$ cat src/rtl/collision_event_filter_pkg.sv
// defines: shared constants and channel indices for the collision event filter.
package defines;
    localparam int COLLISION_COOLDOWN_FRAMES = 8;
    localparam int NUM_CHANNELS = 3;
    typedef enum logic [1:0] {CH_OBST = 2'd0, CH_BOTTOM = 2'd1, CH_CREDIT = 2'd2} channel_e;
endpackage

$ cat src/rtl/collision_event_filter_channel.sv
// collision_channel: per-channel frame latch, previous-frame flag and re-trigger cooldown.
module collision_channel
    import defines::*;
#(
    parameter int COOLDOWN_FRAMES = COLLISION_COOLDOWN_FRAMES
) (
    input  logic clk,
    input  logic resetN,
    input  logic startOfFrame,
    input  logic pause,
    input  logic flush,
    input  logic raw,
    output logic fire
);
    logic       hit_q, hit_d;
    logic       prev_q, prev_d;
    logic [3:0] cooldown_q, cooldown_d;

    // Raw data seen in the boundary cycle already belongs to the new frame.
    always_comb begin
        fire       = startOfFrame && !flush && !pause && hit_q && !prev_q && cooldown_q == 4'd0;
        hit_d      = (flush || pause) ? 1'b0 : startOfFrame ? raw : (hit_q | raw);
        prev_d     = flush ? 1'b0 : startOfFrame ? (hit_q && !pause) : prev_q;
        cooldown_d = flush ? 4'd0 :
                     !startOfFrame ? cooldown_q :
                     fire ? 4'(COOLDOWN_FRAMES) :
                     cooldown_q - {3'd0, cooldown_q != 4'd0};
    end

    always_ff @(posedge clk or negedge resetN) begin
        if (!resetN) begin
            hit_q      <= 1'b0;
            prev_q     <= 1'b0;
            cooldown_q <= 4'd0;
        end else begin
            hit_q      <= hit_d;
            prev_q     <= prev_d;
            cooldown_q <= cooldown_d;
        end
    end
endmodule

$ cat src/rtl/collision_event_filter.sv
// collision_event_filter: collapses pixel-level collision flags into one-shot,
// frame-aligned, cooldown-limited event pulses for the game controller.
module collision_event_filter
    import defines::*;
#(
    parameter int COOLDOWN_FRAMES = COLLISION_COOLDOWN_FRAMES
) (
    input  logic clk,
    input  logic resetN,
    input  logic startOfFrame,
    input  logic pause,
    input  logic reset_level_pulse,
    input  logic rawBallObstacle,
    input  logic rawObstacleGood,
    input  logic rawObstacleBad,
    input  logic rawBallBottom,
    input  logic rawBallCredit,
    output logic collisionBallObstacle,
    output logic collisionBallObstacleGood,
    output logic collisionBallObstacleBad,
    output logic collisionBallBottom,
    output logic collisionBallCredit
);
    logic [NUM_CHANNELS-1:0] raw_ch, fire_ch;
    logic good_q, good_d, bad_q, bad_d;
    logic obst_q, obst_d, obst_good_q, obst_good_d, obst_bad_q, obst_bad_d;
    logic bottom_q, bottom_d, credit_q, credit_d;
    logic good_raw, bad_raw;

    assign raw_ch = {rawBallCredit, rawBallBottom, rawBallObstacle};

    for (genvar g = 0; g < NUM_CHANNELS; g++) begin : g_ch
        collision_channel #(.COOLDOWN_FRAMES(COOLDOWN_FRAMES)) u_ch (
            .clk          (clk),
            .resetN       (resetN),
            .startOfFrame (startOfFrame),
            .pause        (pause),
            .flush        (reset_level_pulse),
            .raw          (raw_ch[g]),
            .fire         (fire_ch[g])
        );
    end

    // Qualifiers only count while the ball actually overlaps an obstacle.
    always_comb begin
        good_raw    = rawBallObstacle & rawObstacleGood;
        bad_raw     = rawBallObstacle & rawObstacleBad;
        good_d      = (reset_level_pulse || pause) ? 1'b0 : startOfFrame ? good_raw : (good_q | good_raw);
        bad_d       = (reset_level_pulse || pause) ? 1'b0 : startOfFrame ? bad_raw : (bad_q | bad_raw);
        obst_d      = fire_ch[CH_OBST];
        obst_good_d = fire_ch[CH_OBST] & good_q;
        obst_bad_d  = fire_ch[CH_OBST] & bad_q;
        bottom_d    = fire_ch[CH_BOTTOM];
        credit_d    = fire_ch[CH_CREDIT];
    end

    always_ff @(posedge clk or negedge resetN) begin
        if (!resetN) begin
            good_q      <= 1'b0;
            bad_q       <= 1'b0;
            obst_q      <= 1'b0;
            obst_good_q <= 1'b0;
            obst_bad_q  <= 1'b0;
            bottom_q    <= 1'b0;
            credit_q    <= 1'b0;
        end else begin
            good_q      <= good_d;
            bad_q       <= bad_d;
            obst_q      <= obst_d;
            obst_good_q <= obst_good_d;
            obst_bad_q  <= obst_bad_d;
            bottom_q    <= bottom_d;
            credit_q    <= credit_d;
        end
    end

    assign collisionBallObstacle     = obst_q;
    assign collisionBallObstacleGood = obst_good_q;
    assign collisionBallObstacleBad  = obst_bad_q;
    assign collisionBallBottom       = bottom_q;
    assign collisionBallCredit       = credit_q;
endmodule

$ cat config.mk
export PLATFORM = sky130hd
export DESIGN_NAME = collision_event_filter
export DESIGN_NICKNAME = d
export VERILOG_FILES = /design/src/rtl/collision_event_filter_pkg.sv /design/src/rtl/collision_event_filter_channel.sv /design/src/rtl/collision_event_filter.sv
export SDC_FILE = /design/constraint.sdc
export NUM_CORES = 1
export LEC_CHECK = 0
export ABC_AREA = 1
export BUFFER_PORTS_ARGS = -buffer_cell sky130_fd_sc_hd__buf_2
export CAP_MARGIN = 25
export CORE_MARGIN = 2
export CORE_UTILIZATION = 60
export CTS_CLUSTER_DIAMETER = 100
export DETAILED_ROUTE_END_ITERATION = 8
export GPL_TIMING_DRIVEN = 0
export PLACE_DENSITY = 0.82
export SLEW_MARGIN = 25
export SYNTH_ARGS = -nofsm -noshare
export SYNTH_HDL_FRONTEND = slang
export SYNTH_SLANG_ARGS = --single-unit
$ cat constraint.sdc
create_clock -name clk -period 2.3 [get_ports clk]
set_clock_uncertainty 0.1 [all_clocks]
set_input_delay 0.575 -clock clk [delete_from_list [all_inputs] [get_ports clk]]
set_output_delay 0.575 -clock clk [all_outputs]
set_load 0.01 [all_outputs]
==> impl_metrics.env <==
export IMPL_synth_nets=166
export IMPL_wl_per_cell_microns=11.3
export IMPL_die_area_sq_um=2410
export IMPL_ys_seq_area_share_pct=51.2
export IMPL_power_leakage_nw=0.730
export IMPL_placed_cells=191
export IMPL_synth_top_flop_cell="dfrtp_1"
export IMPL_pin_count=15
export IMPL_synth_top_area_share_pct=51.2
export IMPL_clk_pin_slew_worst_paths_ns=0.14
export IMPL_ir_drop_uv=619
export IMPL_clockBufferDepth=2
export IMPL_slowest_delay_ns=0.42
export IMPL_crit_start="g_ch[1].u_ch.cooldown_q[1]$_DFFE_PN0P_"
export IMPL_place_gp_congestion=0.741
export IMPL_placement_io_buffers=14
export IMPL_multi_input_area_sq_um=505
export IMPL_required_ns=2.45
export IMPL_drc=0
export IMPL_dr_pass1_iters=4
export IMPL_p_int_uw=868
export IMPL_slew_viol_final=0
export IMPL_worst_pin_slew_ns=0.545
export IMPL_antennaDiodeCount=0
export IMPL_clkPwrFrac_pct=13.9
export IMPL_cts_sinks=25
export IMPL_slew_headroom_pct=63.6
export IMPL_vias_per_cell=5.09
export IMPL_grt_setup_unrepaired="false"
export IMPL_clk_latency_ns=0.32
export IMPL_dp_final_hpwl_microns=1600
export IMPL_grtUsageTotal_pct=21.6
export IMPL_core_area_sq_um=1940
export IMPL_finalCritPeriodShare_pct=72.2
export IMPL_crit_buf_inv=0
export IMPL_preCtsSetupSlack_ns=0.669
export IMPL_power_switching_share_pct=39.0
export IMPL_grt_overflow=0
export IMPL_cp_arrival_ns=1.81
export IMPL_slowest_stage="dfrtp_1"
export IMPL_syn_avg_cell_area_sq_um=8.14
export IMPL_num_rows=16
export IMPL_crit_type="flip-flop to flip-flop"
export IMPL_cp_endpoint="g_ch[1].u_ch.cooldown_q[1]$_DFFE_PN0P_"
export IMPL_yosysTopAreaCell="dfrtp_1"
export IMPL_layout_area_overhead_vs_synth_pct=11.0
export IMPL_timing_rr_end="g_ch[1].u_ch.cooldown_q[1]$_DFFE_PN0P_"
export IMPL_synth_warning_count=0
export IMPL_fillers=155
export IMPL_dr_first_iter_drc_count=15
export IMPL_hold_path_class="primary input to async pin"
export IMPL_ys_ff_latch=25
export IMPL_start_util_pct=62.9
export IMPL_synth_cells=150
export IMPL_path_delay_family="simple AND/OR/NAND/NOR gates"
export IMPL_startpoint_type="flip-flop"
export IMPL_p_comb_share_pct=44.3
export IMPL_grt_max_degree=26
export IMPL_htreeDepth=1
export IMPL_drive_above_1_share_pct=17.3
export IMPL_power_total_mw=1.42
export IMPL_drt_total_wl_microns=2200
export IMPL_antenna_found_initial=0
export IMPL_r2r_start="g_ch[1].u_ch.cooldown_q[1]$_DFFE_PN0P_"
export IMPL_crit_fanout=3
export IMPL_switching_power_uw=556
export IMPL_final_antenna_net_count=0
export IMPL_cp_end_kind="flip-flop"
export IMPL_synthTopCellsByArea="dfrtp_1 51%, nand2_1 13%, ha_1 6.1%"
export IMPL_yosysMostFrequentCell="nand2_1"
export IMPL_netlist_area_sq_um=1220
export IMPL_rrSetupSlack_ns=0.64
export IMPL_ys_async_sr_fraction_pct=100
export IMPL_fin_cells=195
export IMPL_fp_dieH_microns=49.1
export IMPL_seqPwrFrac_pct=41.9
export IMPL_post_cts_buffers=0
export IMPL_power_density_nw_per_um2=1050
export IMPL_hold_buffers=0
export IMPL_setup_tns_ns=0
export IMPL_worst_r2r_cell_count=7
export IMPL_fmax_mhz=602
export IMPL_grt_first_pass_wirelength_microns=4030
export IMPL_holdWs_ns=0.115
export IMPL_setup_viol=0
export IMPL_ctsResizeCount=0
export IMPL_regArea_sq_um=626
export IMPL_synth_commonest_cells="42 x nand2_1, 25 x dfrtp_1, 20 x inv_1"
export IMPL_layout_nets=185
export IMPL_cts_made_buffers=3
export IMPL_vias=992
export IMPL_worst_path_stages=7
export IMPL_synth_edf_count=0
export IMPL_cts_tree="yes"
export IMPL_yosysUniqueCellTypes=13
export IMPL_maxCapViolations=0
export IMPL_grt_pass1_vias=982
export IMPL_fin_crit_ns=1.66
export IMPL_die_w_microns=49.1
export IMPL_root_buffer="clkbuf_4"
export IMPL_hold_viol=0
export IMPL_path_cells="nor2_2 -> nand2_1 -> ha_1 -> ha_1 -> nor3_1 -> nand2_1 -> o21ai_0"
export IMPL_setup_ws_ns=0.639
export IMPL_outcome="completed"
[metal layers]
layer,wire length (microns),GRT usage [%],vias to the layer above
met5,0,0,-
met2,1090,37.6,10
met1,1020,25.6,471
li1,-,-,506
met4,42,11.0,0
met3,48,3.68,5
[worst min path at each step]
| stage | from | end | slack (ns) | depth (start not counted) |
|---|---|---|---|---|
| floorplan | resetN | bad_q$_DFF_PN0_ | 0.18 | 0 |
| finish | resetN | collisionBallObstacleBad$_DFF_PN0_ | 0.11 | 1 |
| global placement | g_ch[0].u_ch.prev_q$_DFFE_PN0P_ | g_ch[0].u_ch.prev_q$_DFFE_PN0P_ | 0.37 | 2 |
| detailed placement | good_q$_DFF_PN0_ | collisionBallObstacleGood$_DFF_PN0_ | 0.39 | 2 |
| CTS | resetN | collisionBallObstacle$_DFF_PN0_ | 0.13 | 1 |
| global route | resetN | g_ch[0].u_ch.cooldown_q[1]$_DFFE_PN0P_ | 0.14 | 1 |
[placed cells by master (no fill, tap or decap)]
cell        instances
clkinvlp_4          1
nand2_2             2
a21oi_1            14
nand2_1            42
nor2_2              5
inv_1              20
nor2_1             14
or2_4               1
clkbuf_4            3
dfrtp_1            25
buf_2              17
o21ai_0             9
ha_1                6
nor3_1              6
nand3b_1            3
[power by group through the flow]
stage	logic (mW)	registers, mW	clock network [mW]
2_1_floorplan	0.513	0.590	0
3_3_place_gp	0.589	0.601	0
6_report	0.630	0.596	0.198
5_1_grt	0.763	0.610	0.226
3_5_place_dp	0.634	0.605	0
4_1_cts	0.637	0.597	0.208
[through the flow]
| stage | instance area (sq um) | util (%) |
|---|---|---|
| 2_1_floorplan | 1220 | - |
| 3_3_place_gp | 1330 | 68.2 |
| 3_5_place_dp | 1330 | 68.2 |
| 4_1_cts | 1360 | 69.8 |
| 5_1_grt | 1360 | 69.8 |
| 6_report | 1360 | 69.8 |
[sequential cells by signal (all words and copies together) (netlist names)]
signal	cells
g_ch.u_ch.hit_q	3
collisionBallObstacleBad	1
collisionBallBottom	1
good_q	1
bad_q	1
collisionBallObstacleGood	1
g_ch.u_ch.cooldown_q	12
collisionBallCredit	1
collisionBallObstacle	1
g_ch.u_ch.prev_q	3
[logic make-up (layout without fill, tap and decap cells)]
| group | Yosys count | count (layout) | synth area share (%) |
|---|---|---|---|
| adders and majority gates | 6 | 6 | 6.15 |
| buffers and inverters | 23 | 41 | 7.38 |
| and+or+nand+nor | 73 | 73 | 25.8 |
| AOI/OAI and AO/OA | 23 | 23 | 9.43 |
| DFF | 25 | 25 | 51.2 |
[area by class of cell]
class / count / share of cell area, %
plain buffers: 3 / 1.11
clock buffers: 3 / 1.66
clock inverters: 1 / 0.554
inverters: 20 / 5.54
multi-input cells: 102 / 37.3
flip-flops and latches: 25 / 46.2
well taps: 27 / 2.49
repair buffers: 14 / 5.17
(Power assumes the default switching activity.)
